$ cat src/rtl/pipeline_ctrl.sv
// Control unit for a three-stage ID/EX/WB pipeline: fetch pc, hazard stall,
// branch flush, stage valids and retired count. Define PIPE_CTRL_FWD_EN to forward instead of stall.
module pipeline_ctrl #(
  parameter int unsigned PC_W = 8,
  parameter int unsigned RA_W = 3
) (
  input  logic            clk,
  input  logic            rst_n,
  input  logic            imem_ack,
  input  logic [RA_W-1:0] id_rs1,
  input  logic [RA_W-1:0] id_rs2,
  input  logic [RA_W-1:0] id_rd,
  input  logic            id_we,
  input  logic            ex_taken,
  input  logic [PC_W-1:0] ex_target,
  output logic            imem_req,
  output logic [PC_W-1:0] pc,
  output logic            stall,
  output logic            flush,
  output logic            v_id,
  output logic            v_ex,
  output logic            v_wb,
  output logic [1:0]      fwd_a,
  output logic [1:0]      fwd_b,
  output logic [15:0]     retired
);

  logic [PC_W-1:0] pc_q, pc_d;
  logic            v_id_q, v_id_d, v_ex_q, v_ex_d, v_wb_q, v_wb_d;
  logic [RA_W-1:0] ex_rd_q, ex_rd_d, wb_rd_q, wb_rd_d;
  logic            ex_we_q, ex_we_d, wb_we_q, wb_we_d;
  logic [15:0]     retired_q, retired_d;

  logic hz_ex_a, hz_ex_b, hz_wb_a, hz_wb_b;
  logic hazard_ex, hazard_wb;

  // Register 0 is hardwired, so a write to it never conflicts with a read.
  always_comb begin
    hz_ex_a   = v_id_q & v_ex_q & ex_we_q & (ex_rd_q != '0) & (ex_rd_q == id_rs1);
    hz_ex_b   = v_id_q & v_ex_q & ex_we_q & (ex_rd_q != '0) & (ex_rd_q == id_rs2);
    hz_wb_a   = v_id_q & v_wb_q & wb_we_q & (wb_rd_q != '0) & (wb_rd_q == id_rs1);
    hz_wb_b   = v_id_q & v_wb_q & wb_we_q & (wb_rd_q != '0) & (wb_rd_q == id_rs2);
    hazard_ex = hz_ex_a | hz_ex_b;
    hazard_wb = hz_wb_a | hz_wb_b;
  end

  always_comb begin
    flush = v_ex_q & ex_taken;
`ifdef PIPE_CTRL_FWD_EN
    stall = 1'b0;
    fwd_a = hz_ex_a ? 2'b01 : (hz_wb_a ? 2'b10 : 2'b00);
    fwd_b = hz_ex_b ? 2'b01 : (hz_wb_b ? 2'b10 : 2'b00);
`else
    stall = (hazard_ex | hazard_wb) & ~flush;
    fwd_a = 2'b00;
    fwd_b = 2'b00;
`endif
  end

  always_comb begin
    pc_d    = pc_q;
    v_id_d  = v_id_q;
    v_ex_d  = v_id_q;
    ex_rd_d = id_rd;
    ex_we_d = id_we;
    if (flush) begin
      pc_d    = ex_target;
      v_id_d  = 1'b0;
      v_ex_d  = 1'b0;
      ex_we_d = 1'b0;
    end else if (stall) begin
      v_ex_d  = 1'b0;
      ex_we_d = 1'b0;
    end else begin
      v_id_d = imem_ack;
      if (imem_ack) pc_d = pc_q + PC_W'(1);
    end
    // WB always drains from EX, regardless of stall or flush.
    v_wb_d    = v_ex_q;
    wb_rd_d   = ex_rd_q;
    wb_we_d   = ex_we_q;
    retired_d = retired_q + {15'b0, v_wb_q};
  end

  always_ff @(posedge clk or negedge rst_n) begin
    if (!rst_n) begin
      pc_q      <= '0;
      v_id_q    <= 1'b0;
      v_ex_q    <= 1'b0;
      v_wb_q    <= 1'b0;
      ex_rd_q   <= '0;
      ex_we_q   <= 1'b0;
      wb_rd_q   <= '0;
      wb_we_q   <= 1'b0;
      retired_q <= '0;
    end else begin
      pc_q      <= pc_d;
      v_id_q    <= v_id_d;
      v_ex_q    <= v_ex_d;
      v_wb_q    <= v_wb_d;
      ex_rd_q   <= ex_rd_d;
      ex_we_q   <= ex_we_d;
      wb_rd_q   <= wb_rd_d;
      wb_we_q   <= wb_we_d;
      retired_q <= retired_d;
    end
  end

  assign imem_req = rst_n;
  assign pc       = pc_q;
  assign v_id     = v_id_q;
  assign v_ex     = v_ex_q;
  assign v_wb     = v_wb_q;
  assign retired  = retired_q;

endmodule

$ cat config.mk
export PLATFORM = sky130hd
export DESIGN_NAME = pipeline_ctrl
export DESIGN_NICKNAME = d
export VERILOG_FILES = /design/src/rtl/pipeline_ctrl.sv
export SDC_FILE = /design/constraint.sdc
export NUM_CORES = 1
export LEC_CHECK = 0
export ABC_AREA = 1
export CAP_MARGIN = 40
export CORE_MARGIN = 1
export CORE_UTILIZATION = 47
export DETAILED_ROUTE_END_ITERATION = 12
export PLACE_DENSITY_LB_ADDON = 0.05
export SLEW_MARGIN = 10
export SYNTH_ARGS = -nofsm -noshare
export SYNTH_HDL_FRONTEND = slang
export SYNTH_SLANG_ARGS = --single-unit
$ cat constraint.sdc
create_clock -name clk -period 1.85 [get_ports clk]
set_input_delay 0.2775 -clock clk [delete_from_list [all_inputs] [get_ports clk]]
set_output_delay 0.2775 -clock clk [all_outputs]
set_load 0.01 [all_outputs]
# Word level (Yosys, flattened, before mapping)
# Index checks and enable logic that the tools add are counted.
# W data, S select, Z words.
dict set report word_totals {
  regBits 35
  in_bits 22
  output_inout_bits 34
  wordCells 45
}
dict set report op_classes {
  add_sub_neg 2
  n_eq_ne 5
  mux 9
  bitwise_logic 16
  reduce_logical 4
}
# op count
set op_table {}
lappend op_table {{$mux W8} 3}
lappend op_table {{$add A16 B1 Y16} 1}
lappend op_table {{$and A1 B1 Y1} 12}
lappend op_table {{$eq A3 B3 Y1} 4}
lappend op_table {{$add A8 B1 Y8 const B} 1}
lappend op_table {{$mux W1} 6}
lappend op_table {{$reduce_bool A3 Y1} 2}
lappend op_table {{$or A1 B1 Y1} 3}
lappend op_table {{$ne A2 B1 Y1 const B} 1}
lappend op_table {{$reduce_and A2 Y1} 1}
lappend op_table {{$reduce_bool A2 Y1} 1}
lappend op_table {{$not A1 Y1} 1}

# Longest topological paths before layout
dict set report logic_depth {
  depth_word 9
  ltp_mapped 10
  mapped_depth_nobuf 10
}

# Least setup slack after synthesis
# Ideal clock, no wire load.
dict set report synth_timing {
  path_kind {flip-flop to flip-flop}
  start {register v_wb_q, in the netlist v_wb}
  end {register retired_q[14], in the netlist retired[14]}
  setup_time_ps 79
  arrival_time_ps 1482
  required_time_ps 1771
  setup_slack_ps 288
  stages_incl_launch_ff 10
  synth_period_minus_slack_ps 1562
  path_cell_list {dfrtp_1 > ha_1 > ha_1 > inv_1 > nor2_4 > nand3_4 > nor2_4 > nand2_2 > nor3_2 > xor2_1}
}
dict set report synth_via {
  elab_chain_cells 1
}
# element line_no
set synth_lines {}
lappend synth_lines {{from (decl)} 29} ;# logic v_id_q, v_id_d, v_ex_q, v_ex_d, v_wb_q, v_wb_d;
lappend synth_lines {{from (signal assigned)} 100} ;# v_wb_q <= v_wb_d;
lappend synth_lines {{$add A16 B1 Y16} 82} ;# retired_d = retired_q + {15'b0, v_wb_q};
lappend synth_lines {{net retired_d[14]} 32} ;# logic [15:0] retired_q, retired_d;
lappend synth_lines {{to (signal assigned)} 105} ;# retired_q <= retired_d;
lappend synth_lines {{to (decl)} 32}
# The timed path passes the listed nets, and every way through them passes these cells.
# A chain may end at the register's enable or synchronous reset.

# Final worst setup path
dict set report layout_timing {
  start {register ex_rd_q[0]}
  end {output stall}
}
dict set report layout_via {
  elab_chain_cells 6
}
# element line_no
set layout_lines {}
lappend layout_lines {{from (decl)} 30} ;# logic [RA_W-1:0] ex_rd_q, ex_rd_d, wb_rd_q, wb_rd_d;
lappend layout_lines {{from (signal assigned)} 101} ;# ex_rd_q <= ex_rd_d;
lappend layout_lines {{$reduce_bool A3 Y1} {39, 40}}
lappend layout_lines {{$and A1 B1 Y1} {39, 40}}
lappend layout_lines {{$and A1 B1 Y1 (on tied branches)} {39, 40}}
lappend layout_lines {{$or A1 B1 Y1 (*)} 43} ;# hazard_ex = hz_ex_a | hz_ex_b;
lappend layout_lines {{$or A1 B1 Y1 (*)} 54} ;# stall = (hazard_ex | hazard_wb) & ~flush;
lappend layout_lines {{$and A1 B1 Y1 (*)} 54}
lappend layout_lines {{to (decl)} 18} ;# output logic stall,
# Every way passes the cells marked *; elsewhere a longest branch is shown, timed or not.

==> metrics <==
Max Clock Freq=around 0.58 GHz; mapped cell area=about 1900 um^2; die area=between 4000 and 5000 um^2; Critical Path Sink Type=output pin; first-pass GRT wire length=6.40 mm; NumNets Final=310; crit share post-route=approximately 94%; PortBufs=51; post-route insts no fill=334; # clock sinks=35; worst reg2reg path startpoint=v_wb$_DFF_PN0_; CTS Root Cell=clkbuf_8; max-slew violation count=0; 1st-pass router iterations=4; Final HPWL DP=2.68 mm; WL/cell=11.0 um; clk buf depth=2; All-Layer GR Usage=19.9%; cell count after synthesis=223; Critical Path Source=ex_rd_q[0]$_DFF_PN0_; layout cell share with drive strength beyond 1=about an eighth; H-tree depth=2; post-route cell area=approximately 2600 um^2; critical path required time=1570 ps; CTS tree=done; Placed Cells=~330; Synth warnings=0; worst hold stages=0; die extent in x=64.9 um; worst vdd ir=0.691 mV; Synth cell types=21; flop-to-flop setup slack=between 200 and 250 ps; Layout Utilization=between 60% and 70%; final-report setup violation count=0; Cell Area, Placed=2450 um^2; vias in the first global route=1,455; Final Hold Fails=0; Setup CP Type=flip-flop to output pin; Fin Clk Skew=3.92 ps; row cnt=22; Vias=1,553; Die H=64.9 um; Worst EP arrival=1460 ps; Ports=56; worst hold path type=flip-flop to flip-flop; TritonCTS Buffers=5; hold_buf cts=0; initial antenna violation count=0; Pwr Density=951 nW/um^2; Clock Latency Late Sink=280 ps; hold path startpoint=ex_we_q$_DFF_PN0_; Period minus WS final=1740 ps; CTS clock-pin slew for the worst setup and hold paths=70 ps; ANT cells=0; Detailed Route WL=3.69 mm; initial drt markers=53; aggregate global routing overflow=0; Residual DRC=0; largest net degree at the start of global routing=36; placer congestion estimate=0.760; antenna-violating nets left=0; Leak=approximately 1.3 nW; syn_area_per_cell=8.33 um^2; CP max FO=4; #FFs+latches synth=35; crit path launch type=flip-flop; Area growth, synth to finish=37.6%; area of the core=3720 um^2; FF-to-FF path depth=9; drt via density=4.65; RSZ-0062 raised after global routing=no; Initial Util=~50%; status=completed; total of max-cap violations=0; sequential area share after synthesis=47.1%
==> synth_stat cells (all sizes together) <==
library cell / number / share of area [%]
inv: 24 / 4.8
nand2: 69 / 15
clkbuf: 2 / 0.40
o21ai: 6 / 1.6
xnor2: 8 / 3.8
nand3: 34 / 9.8
a21oi: 3 / 0.81
nor3: 4 / 1.9
ha: 3 / 2.0
xor2: 12 / 5.7
dfrtp: 35 / 47
nand4: 2 / 0.67
nor2: 13 / 3.8
conb: 1 / 0.20
a21o: 1 / 0.40
buf: 6 / 2.3
==> sequential cells by signal (all words and copies together) (netlist names) <==
register	flops
wb_we_q	1
v_ex	1
v_wb	1
v_id	1
ex_rd_q	3
wb_rd_q	3
pc	8
retired	16
ex_we_q	1
==> through the flow <==
step	worst slack (ps)	total power [mW]	hold slack, ps	TNS [ps]
2_1_floorplan	288	1.46	-18.1	0
3_3_place_gp	-287	1.85	361	-287
3_5_place_dp	-318	1.87	372	-318
4_1_cts	3.77	2.46	388	0
5_1_grt	7.87	2.60	406	0
6_report	114	2.43	386	0
==> worst max-delay path, stage by stage, from the launching register on <==
cell	delay, ps
dfrtp_1	430
xnor2_1	220
nand3_2	90
nand2_2	70
nand2_2	50
nand2_2	90
nand2_2	50
inv_1	50
clkbuf_2	120
==> cell families after synthesis <==
| kind of cell | Yosys count | synth area share (%) |
|---|---|---|
| adder cells (fa/ha/maj) | 3 | 2.02 |
| XOR/XNOR | 20 | 9.43 |
| AO/OA/AOI/OAI | 10 | 2.83 |
| buffers and inverters | 32 | 7.54 |
| flip-flops | 35 | 47.1 |
| other | 1 | 0.202 |
| AND/OR/NAND/NOR | 122 | 30.8 |
==> timing repair <==
item | 4_1_cts | 5_1_grt
pin swaps | 1 | 3
endpoints found under the setup margin | 1 | 1
resized for setup | 9 | 5
endpoints found under the hold margin | 0 | 0
setup buffers | 0 | 1
==> path summary, 6_finish.rpt <==
path | end
max | stall
min | wb_we_q$_DFF_PN0_
max reg2reg | retired[14]$_DFF_PN0_
min reg2reg | wb_we_q$_DFF_PN0_
max in group asynchronous | wb_rd_q[0]$_DFF_PN0_
min in group asynchronous | retired[3]$_DFF_PN0_
==> metal layers <==
layer	wire (um)	vias to the layer above	GRT usage, %
met2	1640	44	31.0
met4	22	0	10.0
met3	227	2	3.70
met1	1800	689	26.5
li1	-	818	-
met5	0	-	0
==> cell type report <==
class | instances | area (um^2)
clock buffer | 6 | 82.6
fill | 320 | 1160
multi-input combinational | 159 | 866
inverter | 24 | 90.1
timing repair buffer | 60 | 566
sequential | 35 | 876
tap | 48 | 60.1
clock inverter | 2 | 16.3
==> power breakdown <==
part / total (mW) / switching (mW) / internal, mW
registers: 1.09 / 0.188 / 0.906
logic: 0.750 / 0.327 / 0.423
clock network: 0.586 / 0.282 / 0.304
total: 2.43 / 0.797 / 1.63
==> cells in the final DEF (no fill, tap or decap) <==
| master | count |
|---|---|
| inv_2 | 1 |
| nand3_2 | 1 |
| nand2_2 | 8 |
| nor3_1 | 1 |
| dlygate4sd2_1 | 6 |
| dfrtp_1 | 35 |
| buf_4 | 9 |
| xor2_1 | 12 |
| clkbuf_2 | 1 |
| conb_1 | 4 |
| inv_1 | 23 |
| ha_1 | 3 |
| a21o_1 | 1 |
| o21ai_0 | 6 |
| nor3_2 | 3 |
| nor2_1 | 10 |
| nor2_4 | 3 |
| clkdlybuf4s50_1 | 44 |
| clkinv_4 | 1 |
| clkinvlp_4 | 1 |
| nand4_1 | 2 |
| nand3_1 | 32 |
| nand2_1 | 61 |
| nand3_4 | 1 |
| xnor2_1 | 8 |
| a21oi_1 | 3 |
| clkbuf_8 | 6 |
Note: power is estimated with default switching activity, not from simulation.
